### config.mk
export PLATFORM = sky130hd
export DESIGN_NAME = vga_sync_flat
export DESIGN_NICKNAME = d
export VERILOG_FILES = /design/src/rtl/vga_sync_if.sv /design/src/rtl/vga_sync.sv /design/src/flat_wrapper.sv
export SDC_FILE = /design/constraint.sdc
export NUM_CORES = 1
export LEC_CHECK = 0
export ABC_AREA = 0
export CAP_MARGIN = 10
export CORE_MARGIN = 1.5
export CORE_UTILIZATION = 45
export DETAILED_ROUTE_END_ITERATION = 16
export PLACE_DENSITY = 0.84
export REMOVE_ABC_BUFFERS = 1
export SLEW_MARGIN = 10
export SYNTH_ARGS = -nofsm -noshare
export SYNTH_HDL_FRONTEND = slang
export SYNTH_SLANG_ARGS = --single-unit
### constraint.sdc
create_clock -name clk25 -period 3.7 [get_ports clk25]
set_input_delay 0.74 -clock clk25 [delete_from_list [all_inputs] [get_ports clk25]]
set_output_delay 0.74 -clock clk25 [all_outputs]
set_load 0.01 [all_outputs]
### src/rtl/vga_sync_if.sv
// vga_sync_if: video timing bundle produced by vga_sync and consumed by the display side.
interface vga_sync_if;
  logic       hsync;
  logic       vsync;
  logic       video_on;
  logic       frame_start;
  logic [9:0] pixel_x;
  logic [9:0] pixel_y;
  logic [11:0] rgb;
  modport master (output hsync, vsync, video_on, frame_start, pixel_x, pixel_y, rgb);
  modport slave  (input  hsync, vsync, video_on, frame_start, pixel_x, pixel_y, rgb);
endinterface

### src/rtl/vga_sync.sv
// vga_sync: VGA timing generator that runs only while the pixel clock is locked.
// Define VGA_SYNC_TEST_PATTERN_EN to drive eight vertical colour bars on rgb.
module vga_sync #(
  parameter int H_ACTIVE = 640,
  parameter int H_FP     = 16,
  parameter int H_SYNC   = 96,
  parameter int H_BP     = 48,
  parameter int V_ACTIVE = 480,
  parameter int V_FP     = 10,
  parameter int V_SYNC   = 2,
  parameter int V_BP     = 33
) (
  input  logic clk25,
  input  logic reset,
  input  logic locked,
  vga_sync_if.master vga
);
  localparam int H_TOTAL = H_ACTIVE + H_FP + H_SYNC + H_BP;
  localparam int V_TOTAL = V_ACTIVE + V_FP + V_SYNC + V_BP;
  localparam logic [9:0] X_MAX  = 10'(H_TOTAL - 1);
  localparam logic [9:0] Y_MAX  = 10'(V_TOTAL - 1);
  localparam logic [9:0] X_ACT  = 10'(H_ACTIVE);
  localparam logic [9:0] Y_ACT  = 10'(V_ACTIVE);
  localparam logic [9:0] HS_BEG = 10'(H_ACTIVE + H_FP);
  localparam logic [9:0] HS_END = 10'(H_ACTIVE + H_FP + H_SYNC);
  localparam logic [9:0] VS_BEG = 10'(V_ACTIVE + V_FP);
  localparam logic [9:0] VS_END = 10'(V_ACTIVE + V_FP + V_SYNC);

  typedef enum logic {WAIT_LOCK, RUN} state_t;

  state_t     r_state, w_state_n;
  logic [1:0] r_sync;
  logic       w_locked_s;
  logic [9:0] r_x, r_y, w_x_n, w_y_n;
  logic       r_hsync, r_vsync, r_video, r_fs;
  logic       w_run_n, w_hs_n, w_vs_n, w_video_n, w_fs_n;

  assign w_locked_s = r_sync[1];

  always_ff @(posedge clk25 or posedge reset)
    if (reset) r_sync <= '0;
    else       r_sync <= {r_sync[0], locked};

  always_ff @(posedge clk25 or posedge reset)
    if (reset) r_state <= WAIT_LOCK;
    else       r_state <= w_state_n;

  // Outputs are computed from next-cycle counters so every registered output matches pixel_x/pixel_y.
  always_comb begin
    w_state_n = w_locked_s ? RUN : WAIT_LOCK;
    w_run_n   = w_state_n == RUN;
    w_x_n     = '0;
    w_y_n     = '0;
    if (w_run_n && r_state == RUN) begin
      w_x_n = (r_x == X_MAX) ? '0 : r_x + 10'd1;
      w_y_n = (r_x != X_MAX) ? r_y : (r_y == Y_MAX) ? '0 : r_y + 10'd1;
    end
    w_hs_n    = !(w_run_n && w_x_n >= HS_BEG && w_x_n < HS_END);
    w_vs_n    = !(w_run_n && w_y_n >= VS_BEG && w_y_n < VS_END);
    w_video_n = w_run_n && w_x_n < X_ACT && w_y_n < Y_ACT;
    w_fs_n    = w_run_n && w_x_n == '0 && w_y_n == '0;
  end

  always_ff @(posedge clk25 or posedge reset)
    if (reset) begin
      r_x     <= '0;
      r_y     <= '0;
      r_hsync <= 1'b1;
      r_vsync <= 1'b1;
      r_video <= 1'b0;
      r_fs    <= 1'b0;
    end else begin
      r_x     <= w_x_n;
      r_y     <= w_y_n;
      r_hsync <= w_hs_n;
      r_vsync <= w_vs_n;
      r_video <= w_video_n;
      r_fs    <= w_fs_n;
    end

  assign vga.pixel_x     = r_x;
  assign vga.pixel_y     = r_y;
  assign vga.hsync       = r_hsync;
  assign vga.vsync       = r_vsync;
  assign vga.video_on    = r_video;
  assign vga.frame_start = r_fs;

`ifdef VGA_SYNC_TEST_PATTERN_EN
  localparam int BAR_W = H_ACTIVE / 8;
  localparam logic [11:0] PAL [8] = '{12'hFFF, 12'hFF0, 12'h0FF, 12'h0F0,
                                      12'hF0F, 12'hF00, 12'h00F, 12'h000};
  logic [2:0]  w_bar;
  logic [11:0] r_rgb;

  always_comb begin
    w_bar = '0;
    for (int k = 1; k < 8; k++)
      if (w_x_n >= 10'(k * BAR_W)) w_bar = w_bar + 3'd1;
  end

  always_ff @(posedge clk25 or posedge reset)
    if (reset) r_rgb <= '0;
    else       r_rgb <= w_video_n ? PAL[w_bar] : '0;

  assign vga.rgb = r_rgb;
`else
  assign vga.rgb = '0;
`endif
endmodule

### src/flat_wrapper.sv
// flat-port wrapper written by rule: the top's interface ports become plain ports
module vga_sync_flat 
#(
  parameter int H_ACTIVE = 640,
  parameter int H_FP     = 16,
  parameter int H_SYNC   = 96,
  parameter int H_BP     = 48,
  parameter int V_ACTIVE = 480,
  parameter int V_FP     = 10,
  parameter int V_SYNC   = 2,
  parameter int V_BP     = 33
)
  (clk25, reset, locked, vga_hsync, vga_vsync, vga_video_on, vga_frame_start, vga_pixel_x, vga_pixel_y, vga_rgb);
  vga_sync_if vga_i ();
  input  logic clk25;
  input  logic reset;
  input  logic locked;
  output wire logic [$bits(vga_i.hsync)-1:0] vga_hsync;
  output wire logic [$bits(vga_i.vsync)-1:0] vga_vsync;
  output wire logic [$bits(vga_i.video_on)-1:0] vga_video_on;
  output wire logic [$bits(vga_i.frame_start)-1:0] vga_frame_start;
  output wire logic [$bits(vga_i.pixel_x)-1:0] vga_pixel_x;
  output wire logic [$bits(vga_i.pixel_y)-1:0] vga_pixel_y;
  output wire logic [$bits(vga_i.rgb)-1:0] vga_rgb;
  assign vga_hsync = vga_i.hsync;
  assign vga_vsync = vga_i.vsync;
  assign vga_video_on = vga_i.video_on;
  assign vga_frame_start = vga_i.frame_start;
  assign vga_pixel_x = vga_i.pixel_x;
  assign vga_pixel_y = vga_i.pixel_y;
  assign vga_rgb = vga_i.rgb;
  vga_sync #(.H_ACTIVE(H_ACTIVE), .H_FP(H_FP), .H_SYNC(H_SYNC), .H_BP(H_BP), .V_ACTIVE(V_ACTIVE), .V_FP(V_FP), .V_SYNC(V_SYNC), .V_BP(V_BP)) u_core (.clk25(clk25), .reset(reset), .locked(locked), .vga(vga_i));
endmodule
Word-level counts from Yosys, hierarchy flattened
Index checks and enable logic that the tools add are counted.

storage, ports and cells
  bits in registers = 27
  input port bits = 3
  output and inout bits = 36
  logic and storage cells = 38

cells by class
  add/subtract/negate cells = 2
  order comparisons = 6
  eq/ne operators = 3
  muxes and demuxes = 6
  reductions and logical operators = 13

operators with widths
  cell                   number
  $mux 10                5
  $add 10x1->10 const B  2
  $eq 10x10->1 const B   2
  $logic_not 10->1       2
  $lt 10x10->1 const B   2
  $lt 10x9->1 const B    2
  $ge 10x10->1 const B   1
  $ge 10x9->1 const B    1
  $ne 10x10->1 const B   1
  $logic_and 1x1->1      9
  $logic_not 1->1        2
  $mux 1                 1

Longest topological paths before layout
Gate-level depths: netlist of run 1.

  word-level depth = 8
  mapped depth = 9
  gate-level depth less buffers = 7

Worst setup path before layout of run 1
No wires, ideal clock.

  path type = register to register
  from = register u_core.r_x[0], in the netlist u_core.vga.pixel_x[0]
  to = register u_core.r_vsync, in the netlist u_core.vga.vsync
  setup time = 0.094 ns
  arrival time = 2.290 ns
  required time = 3.606 ns
  path slack = 1.316 ns
  cell stages (with the launch flop) = 9
  path buffers = 1
  period minus slack after synthesis = 2.384 ns
  cell sequence = dfrtp_1 ha_1 and3_1 buf_2 nand3_4 nor4_1 nor2_1 nor4_2 or4b_1

on the way
  cells in the longest elaborated chain, start to end = 7
  elaborated cells between the ends (all ways) = 8
  those cells by class = 2 x order compare; 1 x eq/ne; 2 x mux; 3 x reduce/logical

ends and longest elaborated chain
  element                 line            RTL
  from (decl)             vga_sync.sv:34  logic [9:0] r_x, r_y, w_x_n, w_y_n;
  from (signal assigned)  vga_sync.sv:73  r_x <= w_x_n;
  $ne 10x10->1 (*)        vga_sync.sv:56  w_y_n = (r_x != X_MAX) ? r_y : (r_y == Y_MAX) ? '0 : r_y + 10'd1;
  $mux 10 (*)             vga_sync.sv:56
  $mux 10 (*)             vga_sync.sv:54  if (w_run_n && r_state == RUN) begin
  $ge 10x9->1             vga_sync.sv:59  w_vs_n = !(w_run_n && w_y_n >= VS_BEG && w_y_n < VS_END);
  $logic_and 1x1->1       vga_sync.sv:59
  $logic_and 1x1->1 (*)   vga_sync.sv:59
  $logic_not 1->1 (*)     vga_sync.sv:59
  via u_core.w_vs_n       vga_sync.sv:36  logic w_run_n, w_hs_n, w_vs_n, w_video_n, w_fs_n;
  to (signal assigned)    vga_sync.sv:76  r_vsync <= w_vs_n;
  to (decl)               vga_sync.sv:35  logic r_hsync, r_vsync, r_video, r_fs;

The timed path passes the listed nets; every way through them passes the cells marked *.

Worst setup path after layout of run 1
Ends and elaborated chain as after synthesis.

==> flow_metrics.tcl, run 1 <==
set metrics [dict create \
    routed_wirelength_mm 3.31 \
    run_status "finished, final reports clean" \
    synth_seq_area_share_pct 40.4 \
    synth.area.top_cells "dfrtp_1, nor2_1, buf_4" \
    cp.arrival_ps 2900 \
    fillCellCount 345 \
    pwr_density_cell_nw_per_um2 254 \
    relSlewSlack_pct 34.3 \
    start_util_pct 46.2 \
    max_freq_mhz 369 \
    grt_pass1_wl_mm 5.85 \
    postLayoutCellArea_sq_um 1960 \
    initialDrtViolationCount 51 \
    worstPathRequired_ps 3890 \
    ys_seq_elements 27 \
    viasPerCell 5.34 \
    internal-power_mw 0.385 \
    peakVddDrop_mv 0.213 \
    seq_power_share_pct 60.6 \
    n_antenna_cell 0 \
    placed_cells 251 \
    fin_cells 255 \
    die_area_sq_um 4110 \
    start_kind "flop" \
    utilization_pct 54.0 \
    hold_ws_ps 364 \
    cts_resized 0 \
    worst-path-max-fanout 16 \
    grtUsageTotal_pct 17.9 \
    first_global_vias 1218 \
    core_area_sq_um 3630 \
    hold_buffers 0 \
    fin_ws_ps 987 \
    hp-class "reg2reg" \
    syn_inst 185 \
    cp-end-kind "flop" \
    p_total_mw 0.499 \
    place_ws_ps 1000 \
    fin_setup_tns_ps 0 \
    drv_cap 0 \
    switching_power_mw 0.113 \
    final_antenna_net_count 0 \
    yosys_warnings 0 \
    async_flop_share_pct 100 \
    num_rows 22 \
    placed_area_sq_um 1920 \
    grt_max_degree 28 \
    combPwrFrac_pct 5.9 \
    nets 214 \
    clkLatencyLatePin_ps 270 \
    synth.top_cell.area_share_pct 37.2 \
    cts_sinks 27 \
    synth-edff-count 0 \
    clk_pin_slew_ps 90 \
    cts_made_buffers 3 \
    fin_worst_skew_ps 4.30 \
    yosysTopAreaCell "dfrtp_1" \
    gp_congestion 0.853 \
    hold_violations 0 \
    via_count 1362 \
    dr.pass1.iters 4 \
    worst_pin_slew_ps 984 \
    synth_area_sq_um 1680 \
    path_class "reg2reg" \
    cts-root-buf "clkbuf_8" \
    routedWlPerCell_microns 13.0 \
    h-tree-depth 1 \
    drive_above_1_share_pct 4.83 \
    drv_slew 0 \
    period_share_pct 73.3 \
    leakagePower_nw 0.785 \
    die_h_microns 64.1 \
    die_x_microns 64.1 \
    post_cts_buffers 0 \
    area_growth_pct 16.7 \
    rsz0062_at_grt "false" \
    ys_types 44 \
    tritoncts "yes" \
    dp_hpwl_mm 2.39 \
    io_buffers 26 \
    gr-total-overflow 0 \
    io_pins 39 \
    synthFlopType "dfrtp_1" \
    finalSetupViolations 0 \
    switching_share_pct 22.7 \
    p_clk_share_pct 33.4 \
    antenna_found_initial 0 \
    syn_avg_cell_area_sq_um 9.08 \
    cts_buffer_depth 2 \
    post-route-min-period_ps 2710 \
    drc 0 \
]
synth_stat cells (4+ instances only):
cell      number
dfrtp_1       25
xnor2_1        8
buf_4         12
o21ai_0        5
nand4_1        8
nor2_1        26
nand2_1       12
nand3_1       11
inv_1          7
and3_1         5
a211oi_1       4
a21oi_1        5
nor4_1         4
xor2_1         8
power groups by stage:
stage          registers (mW)  logic, mW  clock network, mW
2_1_floorplan           0.308     0.0180                  0
3_3_place_gp            0.308     0.0301                  0
3_5_place_dp            0.308     0.0302                  0
4_1_cts                 0.302     0.0304              0.170
5_1_grt                 0.303     0.0339              0.183
6_report                0.302     0.0297              0.167
path summary, 6_finish.rpt:
check / startpoint / endpoint / slack, ps / cells past startpoint
worst max-delay path: u_core.vga.pixel_x[0] / u_core.vga.vsync / 990 / 7
worst min-delay path: u_core.r_sync[0] / u_core.r_sync[1] / 360 / 0
min in group asynchronous: reset / u_core.vga.pixel_y[7] / 1000 / 2
max in group asynchronous: reset / u_core.vga.pixel_y[8] / 2110 / 2
worst min register to register: u_core.r_sync[0] / u_core.r_sync[1] / 360 / 0
worst max register to register: u_core.vga.pixel_x[0] / u_core.vga.vsync / 990 / 7
area by class of cell:
type,count,area [sq um],area share (%)
flip-flops and latches,27,678,34.6
repair buffers,26,260,13.3
inverters,7,26.3,1.34
clock buffers,4,45.0,2.30
multi-input cells,143,891,45.4
well taps,48,60.1,3.06
sequential cells by signal, summed over array words and instances, names as in the netlist:
| signal | count |
|---|---|
| u_core.vga.video_on | 1 |
| u_core.vga.hsync | 1 |
| u_core.r_state | 1 |
| u_core.vga.frame_start | 1 |
| u_core.vga.pixel_x | 10 |
| u_core.r_sync | 2 |
| u_core.vga.pixel_y | 10 |
| u_core.vga.vsync | 1 |
kinds of logic (layout without fill, tap and decap cells):
family	after synthesis	after routing	share of synthesized area, %
xor+xnor	16	16	8.34
other cells	1	12	0.223
buf+inv	26	37	9.08
flops	27	27	40.4
compound gates	30	30	12.6
simple gates	82	82	27.2
fa+ha+maj	3	3	2.23
layout by cell type (no fill, tap or decap), drive strengths merged, types with 2 or more instances in the layout:
cell / count
nor2: 26
clkdlybuf4s50: 26
dfrtp: 25
nand2: 12
conb: 12
nand3: 12
xnor2: 8
nand4: 8
xor2: 8
inv: 7
nor4: 6
and3: 5
o21ai: 5
a21oi: 5
a211oi: 4
nor3: 4
clkbuf: 4
o31a: 3
ha: 3
and2: 2
a31oi: 2
o21bai: 2
or3: 2
dfstp: 2
critical path, cell delays in order, from the launching register on:
cell and delay [ps]:
dfrtp_1 430, ha_1 310, and3_1 400, nand3_4 240, nor4_1 390, nor2_1 110, nor4_2 290, or4b_1 460
layer usage:
layer	vias to the layer above	GRT usage (%)	part of all wire (%)
met2	45	27.5	46
met1	627	26.7	48
met3	2	2.11	5.0
li1	688	-	-
met4	0	4.79	1.1
met5	-	0	0
Power figures use the tool's default switching activity.
==> inputs of run 2 (changes only) <==
Clock period 3.7 ns to 2.8 ns, I/O delays scaled along.
==> flow_metrics.tcl, run 2 (synthesized netlist as in run 1, its figures left out) <==
set metrics [dict create \
    io_buffers 26 \
    die_x_microns 64.1 \
    leakagePower_nw 0.825 \
    cp_slowest_cell "or4b_1" \
    cts-root-buf "clkbuf_8" \
    path_cells "ha_1 -> and3_1 -> nand3_4 -> nor4_1 -> o21bai_1 -> nor4_2 -> or4b_1" \
    final_cell_mix "nor2_1, clkdlybuf4s50_1, dfrtp_1" \
    die_area_sq_um 4110 \
    grtUsageTotal_pct 19.6 \
    dp_hpwl_mm 2.78 \
    multi_input_area_sq_um 897 \
    die_h_microns 64.1 \
    worst-path-max-fanout 16 \
    start_util_pct 46.2 \
    fin_cells 263 \
    cts_buffer_depth 2 \
    antenna_found_initial 0 \
    drv_cap 0 \
    fin_ws_ps 185 \
    place_ws_ps 232 \
    num_rows 22 \
    fin_setup_tns_ps 0 \
    final_antenna_net_count 0 \
    io_pins 39 \
    run_status "finished, final reports clean" \
    drv_slew 0 \
    gp_congestion 0.890 \
    drc 0 \
    cts_made_buffers 3 \
    period_share_pct 93.4 \
    n_antenna_cell 0 \
    start_kind "flop" \
    area_growth_pct 20.8 \
    placed_cells 259 \
    core_area_sq_um 3630 \
    routedWlPerCell_microns 14.0 \
    cts_resized 0 \
    cts_sinks 27 \
    drive_above_1_share_pct 9.30 \
    max_freq_mhz 382 \
    finalSetupViolations 0 \
    post-route-min-period_ps 2620 \
    gr-total-overflow 0 \
    regArea_sq_um 678 \
    first_global_vias 1364 \
    via_count 1468 \
    viasPerCell 5.58 \
    worstPathRequired_ps 3000 \
    tritoncts "yes" \
    clkLatencyLatePin_ps 280 \
    slowest_delay_ps 470 \
    clk_pin_slew_ps 100 \
    peakVddDrop_mv 0.221 \
    initialDrtViolationCount 51 \
    pwr_density_cell_nw_per_um2 331 \
    routed_wirelength_mm 3.68 \
    hp-class "reg2reg" \
    post_cts_buffers 0 \
    path_class "reg2reg" \
    cp-end-kind "flop" \
    utilization_pct 55.9 \
    nets 222 \
    cp.arrival_ps 2810 \
    p_total_mw 0.672 \
    grt_max_degree 28 \
    hold_violations 0 \
    dr.pass1.iters 4 \
    fin_worst_skew_ps 8.01 \
    hold_buffers 0 \
    grt_pass1_wl_mm 6.26 \
    h-tree-depth 1 \
    fillCellCount 332 \
]
run 2: cell types whose count changed in the layout (fill, tap and decap cells not counted), sizes merged:
cell      change
buf           +8
clkbuf        -1
clkinvlp      +1
run 2: layout make-up:
class	count	area share (%)
Clock buffer	3	2.03
Sequential cell	27	33.4
Multi-Input combinational cell	143	44.2
Timing Repair Buffer	34	15.8
Tap cell	48	2.96
Clock inverter	1	0.370
Inverter	7	1.29
run 2: worst paths after layout:
kind	from	end	slack, ps	depth (start not counted)
hold reg to reg	u_core.r_sync[0]	u_core.r_sync[1]	360	0
setup / recovery	u_core.vga.pixel_x[0]	u_core.vga.vsync	180	7
hold / removal	u_core.r_sync[0]	u_core.r_sync[1]	360	0
setup reg to reg	u_core.vga.pixel_x[0]	u_core.vga.vsync	180	7
max in group asynchronous	reset	u_core.vga.vsync	1880	3
min in group asynchronous	reset	u_core.r_state	630	3
run 2: metrics by stage:
step,instance area (sq um),hold WS [ps]
after floorplan,1600,331
after global placement,1980,336
after detailed placement,1980,345
after CTS,2020,369
after global routing,2030,383
final,2030,362
run 2: where the power goes:
group | switching (mW) | internal (mW) | total, mW
sequential | 0.00439 | 0.395 | 0.399
combinational | 0.0280 | 0.0162 | 0.0443
clock | 0.127 | 0.101 | 0.229
run 2: critical path: cells and delay by family, from the launching register on:
kind / cells / cell delay, ps
AO/OA/AOI/OAI: 1 / 150
adder cells (fa/ha/maj): 1 / 180
flip-flops: 1 / 440
AND/OR/NAND/NOR: 5 / 1760
run 2: routing by layer:
metal	global-route usage [%]	vias to the layer above	share of wire [%]
met1	26.2	687	43
met2	29.9	65	47
met3	2.29	16	5.5
met4	13.0	0	4.0
met5	0	-	0
li1	-	700	-
==> inputs of run 3 (changes only) <==
--- a/config.mk
+++ b/config.mk
@@ -8,4 +8,5 @@
 export ABC_AREA = 0
 export CAP_MARGIN = 10
+export CORE_ASPECT_RATIO = 1.2
 export CORE_MARGIN = 1.5
 export CORE_UTILIZATION = 45
==> constraint.sdc (replaced) <==
create_clock -name clk25 -period 2.8 [get_ports clk25]
set_input_delay 0.42 -clock clk25 [delete_from_list [all_inputs] [get_ports clk25]]
set_output_delay 0.42 -clock clk25 [all_outputs]
set_load 0.01 [all_outputs]
==> flow_metrics.tcl, run 3 (synthesized netlist as in run 1, its figures left out) <==
set metrics [dict create \
    run_status "finished, final reports clean" \
    die_x_microns 58.8 \
    fin_cells 253 \
    leakagePower_nw 0.821 \
    cp_slowest_cell "o21bai_1" \
    dp_hpwl_mm 2.72 \
    fin_setup_tns_ps 0 \
    path_class "reg2reg" \
    period_share_pct 93.3 \
    tritoncts "yes" \
    relSlewSlack_pct 52.2 \
    fillCellCount 326 \
    rr_worst_depth 7 \
    worstReg2RegStart "u_core.vga.pixel_x[0]" \
    final_antenna_net_count 0 \
    critPathBufInv 0 \
    utilization_pct 55.6 \
    peakVddDrop_mv 0.242 \
    cts_sinks 27 \
    crit_family "compound AO/OA/AOI/OAI gates" \
    grt_pass1_wl_mm 6.20 \
    cp.arrival_ps 2770 \
    dr.pass1.iters 4 \
    min_path_cells 0 \
    hold_buffers 0 \
    via_count 1437 \
    drc 0 \
    n_antenna_cell 0 \
    die_area_sq_um 4110 \
    clkLatencyLatePin_ps 270 \
    max_freq_mhz 383 \
    start_util_pct 46.6 \
    critPathLaunch "u_core.vga.pixel_x[0]" \
    initialDrtViolationCount 47 \
    h-tree-depth 1 \
    gp_congestion 0.852 \
    placed_cells 249 \
    area_growth_pct 19.1 \
    cp-end-kind "flop" \
    core_area_sq_um 3600 \
    final_cell_mix "nor2_1, clkdlybuf4s50_1, dfrtp_1" \
    start_kind "flop" \
    path_cells "ha_1 -> and3_1 -> nand3_4 -> o21bai_1 -> o21bai_1 -> nor4_2 -> a211oi_1" \
    pwr_density_cell_nw_per_um2 329 \
    finalSetupViolations 0 \
    grt_max_degree 28 \
    gr-total-overflow 0 \
    slowest_delay_ps 640 \
    cts-root-buf "clkbuf_8" \
    num_rows 24 \
    min_from "u_core.r_sync[0]" \
    worstPathRequired_ps 2960 \
    io_buffers 26 \
    antenna_found_initial 0 \
    timing.critical_path.mode_cell "o21bai_1" \
    clk_pin_slew_ps 90 \
    crit_cells 7 \
    die_h_microns 69.9 \
    post-route-min-period_ps 2610 \
    hp-class "reg2reg" \
    worst-path-max-fanout 16 \
    cts_buffer_depth 2 \
    fin_worst_skew_ps 2.22 \
    drive_above_1_share_pct 7.94 \
    drv_cap 0 \
    viasPerCell 5.68 \
    routed_wirelength_mm 3.66 \
    first_global_vias 1304 \
    io_pins 39 \
    routedWlPerCell_microns 14.5 \
    post_cts_buffers 0 \
    worst_pin_slew_ps 715 \
    cts_made_buffers 3 \
    nets 221 \
    drv_slew 0 \
    grtUsageTotal_pct 19.1 \
    hold_violations 0 \
    cts_resized 0 \
    rsz0062_at_grt "false" \
]
==> run 3: changes by cell type in the layout (fill, tap and decap cells not counted), sizes merged <==
| cell | before | now |
|---|---|---|
| buf | 8 | 7 |
| clkbuf | 3 | 4 |
| clkinvlp | 1 | 0 |
==> run 3: worst paths after layout <==
path / slack [ps] / to
max: 190 / u_core.vga.video_on
min: 350 / u_core.r_sync[1]
max reg2reg: 190 / u_core.vga.video_on
min reg2reg: 350 / u_core.r_sync[1]
max in group asynchronous: 2000 / u_core.vga.hsync
min in group asynchronous: 500 / u_core.vga.video_on
==> run 3: metrics by stage <==
step,hold WS (ps),cell area [sq um],setup slack [ps],power [mW]
2_1_floorplan,331,1600,308,0.431
3_3_place_gp,332,1960,308,0.450
3_5_place_dp,341,1960,216,0.451
4_1_cts,361,2000,211,0.662
5_1_grt,369,2000,10.1,0.686
6_report,355,2000,186,0.658
==> run 3: worst register-to-register path, cell delays in order, from the launching register on <==
cell	delay, ps
dfrtp_1	430
ha_1	190
and3_1	350
nand3_4	240
o21bai_1	650
o21bai_1	250
nor4_2	90
a211oi_1	310
==> run 3: area by class of cell <==
type                    count  area (sq um)  share of cell area, %
flip-flops and latches     27           678                   33.9
well taps                  39          48.8                   2.44
inverters                   7          26.3                   1.31
repair buffers             33           313                   15.6
multi-input cells         143           891                   44.5
clock buffers               4          45.0                   2.25
==> run 3: layer usage <==
layer / vias to the layer above / share of wire, % / GRT usage [%]
li1: 694 / - / -
met4: 0 / 2.6 / 7.07
met5: - / 0 / 0
met3: 11 / 4.6 / 2.22
met1: 680 / 43 / 25.9
met2: 52 / 50 / 30.9
==> run 3: power breakdown <==
part | total (mW) | switching (mW) | internal [mW]
combinational | 0.0439 | 0.0283 | 0.0155
sequential | 0.399 | 0.00448 | 0.395
clock | 0.215 | 0.113 | 0.102
total | 0.658 | 0.146 | 0.512
==> patch 1 (flow settings as in run 3) <==
`r_x` and `r_y` no longer have a reset.
--- a/src/rtl/vga_sync.sv
+++ b/src/rtl/vga_sync.sv
@@ -63,20 +63,21 @@
 
   always_ff @(posedge clk25 or posedge reset)
     if (reset) begin
-      r_x     <= '0;
-      r_y     <= '0;
       r_hsync <= 1'b1;
       r_vsync <= 1'b1;
       r_video <= 1'b0;
       r_fs    <= 1'b0;
     end else begin
-      r_x     <= w_x_n;
-      r_y     <= w_y_n;
       r_hsync <= w_hs_n;
       r_vsync <= w_vs_n;
       r_video <= w_video_n;
       r_fs    <= w_fs_n;
     end
+
+  always_ff @(posedge clk25) begin
+    r_x <= w_x_n;
+    r_y <= w_y_n;
+  end
 
   assign vga.pixel_x     = r_x;
   assign vga.pixel_y     = r_y;
Function: differs if reset is asserted again (counterexample within 10 cycles, from zero or initial values and one cycle with reset high); with reset held inactive, the same outputs for 10 cycles.
==> patch 1 against run 3 <==
Sequential power fell by 1%. Area after synthesis down 6.0%. Sequential cell count stayed put. Final area decreased by 5.7%. Die area is 5.7% lower. Routed wire length down 5.6%. Worst setup slack improved by 0.086 ns. Total power shrank 0.67%. Via count shrank 3.5%. Highest routed layer unchanged.
==> patch 1: results (changes against run 3) <==
* First-pass DRT Iterations at 4 (unchanged)
* Top cells by instance count after synthesis: 26 x nor2_1, 20 x dfxtp_1, 12 x buf_4, 12 x nand2_1, 11 x nand3_1
* Worst R2R Setup Slack at 0.27 ns (+0.09 ns)
* Asr flop ratio synth at 25.93% (-74 points)
* # port buffers at 26 (unchanged)
* Final Non-Filler Cells at 249 (-1.6%)
* First DRT Iteration DRCs at 39 (-17%)
* Maximum fanout along the worst path at 16 (unchanged)
* Diode count at 0 (unchanged)
* Pin count of the biggest net entering global routing at 17 (-39%)
* Internal power at 0.5053 mW (-1.4%)
* Clock Path Buffers at 2 (unchanged)
* Critical Path Max Stage Delay at 0.47 ns (-0.17 ns)
* Initial antenna violation count at 0 (unchanged)
* Root Driver: clkbuf_8
* DR vias at 1387 (-3.5%)
* GPL Wtd Cong at 0.8493 (-0.32%)
* Met3 WL post-DR at 227 µm (+35%)
* Pre-CTS WS at 0.3018 ns (+0.08559 ns)
* Post-synth cell types at 45 (+2.3%)
* Routed metal-1 wire length at 1494 µm (-5.3%)
* Post-DP HPWL at 2503 µm (-8.0%)
* Worst IR Drop VDD at 235.1 µV (-2.8%)
* Reg-to-Reg End: u_core.vga.vsync
* Clock Skews at 0.004017 ns (+0.001798 ns)
* # fillers at 309 (-5.2%)
* Post-Synthesis Cells at 185 (unchanged)
* Run status: completed
* Synth area leaders: dfxtp_1 25%, dfrtp_1 7.9%, nor2_1 6.2%
* Final WL at 3456 µm (-5.6%)
* Global-route wire length before repair at 5720 µm (-7.7%)
* Grt met2 use at 32.47% (+1.6 points)
* Worst-path clk slew at 0.09 ns (about the same)
* Pleak at 0.6936 nW (-16%)
* CP max-delay cell: or4b_1
* FF-to-FF Start: u_core.vga.pixel_x[0]
* Met3 usage at 4.348% (+2.1 points)
* Hold Path Class: in -> async
* CP top delay family: simple AND/OR/NAND/NOR gates
* Top sig layer: met4
* Post-CTS Resized at 0 (unchanged)
* Met2 routed wirelength at 1673 µm (-7.9%)
* H-tree Lvls at 1 (unchanged)
* EDFF count, synth at 0 (unchanged)
* GRT Resource Usage Total at 19.22% (+0.12 points)
* Sequential share of the synthesized area at 36.58% (-3.8 points)
* Setup Fix Bufs, Post-CTS at 0 (unchanged)
* Layout cells sized above 1 at 7.547% (-0.40 points)
* Arr. time, crit path at 2.72 ns (-0.05 ns)
* Vias in the first global route at 1227 (-5.9%)
* Main flop type after synthesis: dfxtp_1
* CTS Buf Count at 3 (unchanged)
* Synthesis Warnings at 0 (unchanged)
* Nets at 219 (-0.90%)
* Met1 Use GR at 24.01% (-1.9 points)
* Worst skew pair latency at 0.28 ns
## patch 1: worst max path at each step
stage / startpoint / slack, ns / cells after the start / end
2_1_floorplan: u_core.vga.pixel_x[0] / 0.32 / 7 / u_core.vga.vsync
3_3_place_gp: u_core.vga.pixel_x[0] / 0.40 / 7 / u_core.vga.vsync
3_5_place_dp: u_core.vga.pixel_x[0] / 0.30 / 8 / u_core.vga.vsync
4_1_cts: u_core.vga.pixel_x[0] / 0.28 / 7 / u_core.vga.vsync
5_1_grt: u_core.vga.pixel_x[0] / 0.03 / 8 / u_core.vga.vsync
6_report: u_core.vga.pixel_x[0] / 0.27 / 7 / u_core.vga.vsync
## patch 1: power by group through the flow
stage               sequential (mW)  clock [mW]  combinational [mW]
floorplan                     0.404           0              0.0196
CTS                           0.395       0.227              0.0351
global route                  0.396       0.249              0.0405
detailed placement            0.404           0              0.0350
global placement              0.403           0              0.0353
finish                        0.395       0.224              0.0353
## patch 1: per-stage QoR
stage | instance area (µm²) | hold WS, ns
after floorplan | 1495 | 0.2219
after global placement | 1839 | 0.3389
after detailed placement | 1839 | 0.3380
after CTS | 1888 | 0.3654
after global routing | 1888 | 0.3835
final | 1888 | 0.3614
## patch 1: final cells by class
class	instances	area share, %
clock inverter	1	0.3976
sequential	27	30.62
multi-input combinational	143	47.18
inverter	7	1.392
timing repair buffer	31	15.77
tap	37	2.452
clock buffer	3	2.187
## patch 1: cells by family (layout without fill, tap and decap cells)
family	count (synthesis)	in the layout	share of synthesized area, %
compound gates	30	30	13.38
xor+xnor	16	16	8.868
fa+ha+maj	3	3	2.376
buf+inv	26	42	9.660
flops	27	27	36.58
other cells	1	12	0.2373
simple gates	82	82	28.90
==> patch 2 (config.mk and constraints of run 3) <==
Without the edit above. `H_FP` is set to 16 in 2 places; all go to 12.
--- a/src/rtl/vga_sync.sv
+++ b/src/rtl/vga_sync.sv
@@ -2,7 +2,7 @@
 // Define VGA_SYNC_TEST_PATTERN_EN to drive eight vertical colour bars on rgb.
 module vga_sync #(
   parameter int H_ACTIVE = 640,
-  parameter int H_FP     = 16,
+  parameter int H_FP     = 12,
   parameter int H_SYNC   = 96,
   parameter int H_BP     = 48,
   parameter int V_ACTIVE = 480,
--- a/src/flat_wrapper.sv
+++ b/src/flat_wrapper.sv
@@ -2,7 +2,7 @@
 module vga_sync_flat 
 #(
   parameter int H_ACTIVE = 640,
-  parameter int H_FP     = 16,
+  parameter int H_FP     = 12,
   parameter int H_SYNC   = 96,
   parameter int H_BP     = 48,
   parameter int V_ACTIVE = 480,
Formal check against the unedited RTL: no difference found for any inputs over 10 cycles, from zero or initial values and one cycle with reset high; that may be too few to reach the edited logic, so the function may still have changed.
==> patch 2 against run 3 <==
Routed wire length is 4.6% lower. Sequential cell count stayed put. First-iteration DRC count is 28% lower. Area after synthesis is 0.45% higher. Final area is 0.69% higher. Critical path type unchanged. Final cell count is 1.2% higher. Largest cell class unchanged. Critical path depth stayed put. Total power is 1.7% higher. Worst setup slack better by 0.078 ns. Largest power group unchanged.
==> patch 2: results (changes against run 3) <==
* Sequential share of the synthesized area at 40.18% (-0.18 points)
* Inst Count DP at 252 (+1.2%)
* Met1 Use GR at 24.20% (-1.7 points)
* FF-to-FF Start: u_core.vga.pixel_x[2]
* Worst IR Drop VDD at 129.5 µV (-46%)
* XOR/XNOR share of the synthesized area at 10.38% (+2.0 points)
* Critical Path Max Stage Delay at 0.56 ns (-0.08 ns)
* Layout cells sized above 1 at 10.60% (+2.7 points)
* Synth Area in Adders at 2.224% (-0.0099 points)
* Top cells by instance count after synthesis: 25 x dfrtp_1, 22 x nor2_1, 14 x nand3_1
* Maximum fanout along the worst path at 6 (-10)
* Internal power at 0.5116 mW (-0.14%)
* Run status: completed
* Grt met2 use at 30.12% (-0.74 points)
* First DRT Iteration DRCs at 34 (-28%)
* Met3 usage at 2.407% (+0.19 points)
* DR vias/cell at 5.477 (-3.6%)
* Final Non-Filler Cells at 256 (+1.2%)
* Nets at 224 (+1.4%)
* Post-synth cell types at 45 (+2.3%)
* Met2 routed wirelength at 1797 µm (-1.1%)
* Post-Synthesis Cells at 190 (+2.7%)
* GPL Wtd Cong at 0.8627 (+1.3%)
* GRT Resource Usage Total at 18.15% (-0.95 points)
* Synth area leaders: dfrtp_1 37%, buf_4 5.8%, xor2_1 5.7%
* CP top delay family: simple AND/OR/NAND/NOR gates
* Routed metal-1 wire length at 1505 µm (-4.6%)
-- patch 2: power groups by stage --
| stage | combinational, mW | sequential, mW | clock [mW] |
|---|---|---|---|
| finish | 0.0431 | 0.401 | 0.225 |
| global route | 0.0485 | 0.403 | 0.247 |
| CTS | 0.0435 | 0.401 | 0.230 |
| detailed placement | 0.0434 | 0.409 | 0 |
| global placement | 0.0430 | 0.409 | 0 |
| floorplan | 0.0246 | 0.409 | 0 |
-- patch 2: stage by stage --
step / hold slack (ns) / cell area [µm²]
finish: 0.3605 / 2016
global route: 0.3776 / 2016
CTS: 0.3619 / 2016
detailed placement: 0.3394 / 1967
global placement: 0.3316 / 1967
floorplan: 0.3312 / 1575
-- patch 2: area by class of cell --
type | instances | area, µm² | share of cell area, %
clock buffer | 3 | 41.29 | 2.048
clock inverter | 1 | 7.507 | 0.3724
inverter | 7 | 26.28 | 1.304
multi-input combinational | 142 | 870.8 | 43.20
sequential | 27 | 678.2 | 33.64
tap | 39 | 48.80 | 2.421
timing repair buffer | 37 | 342.8 | 17.01
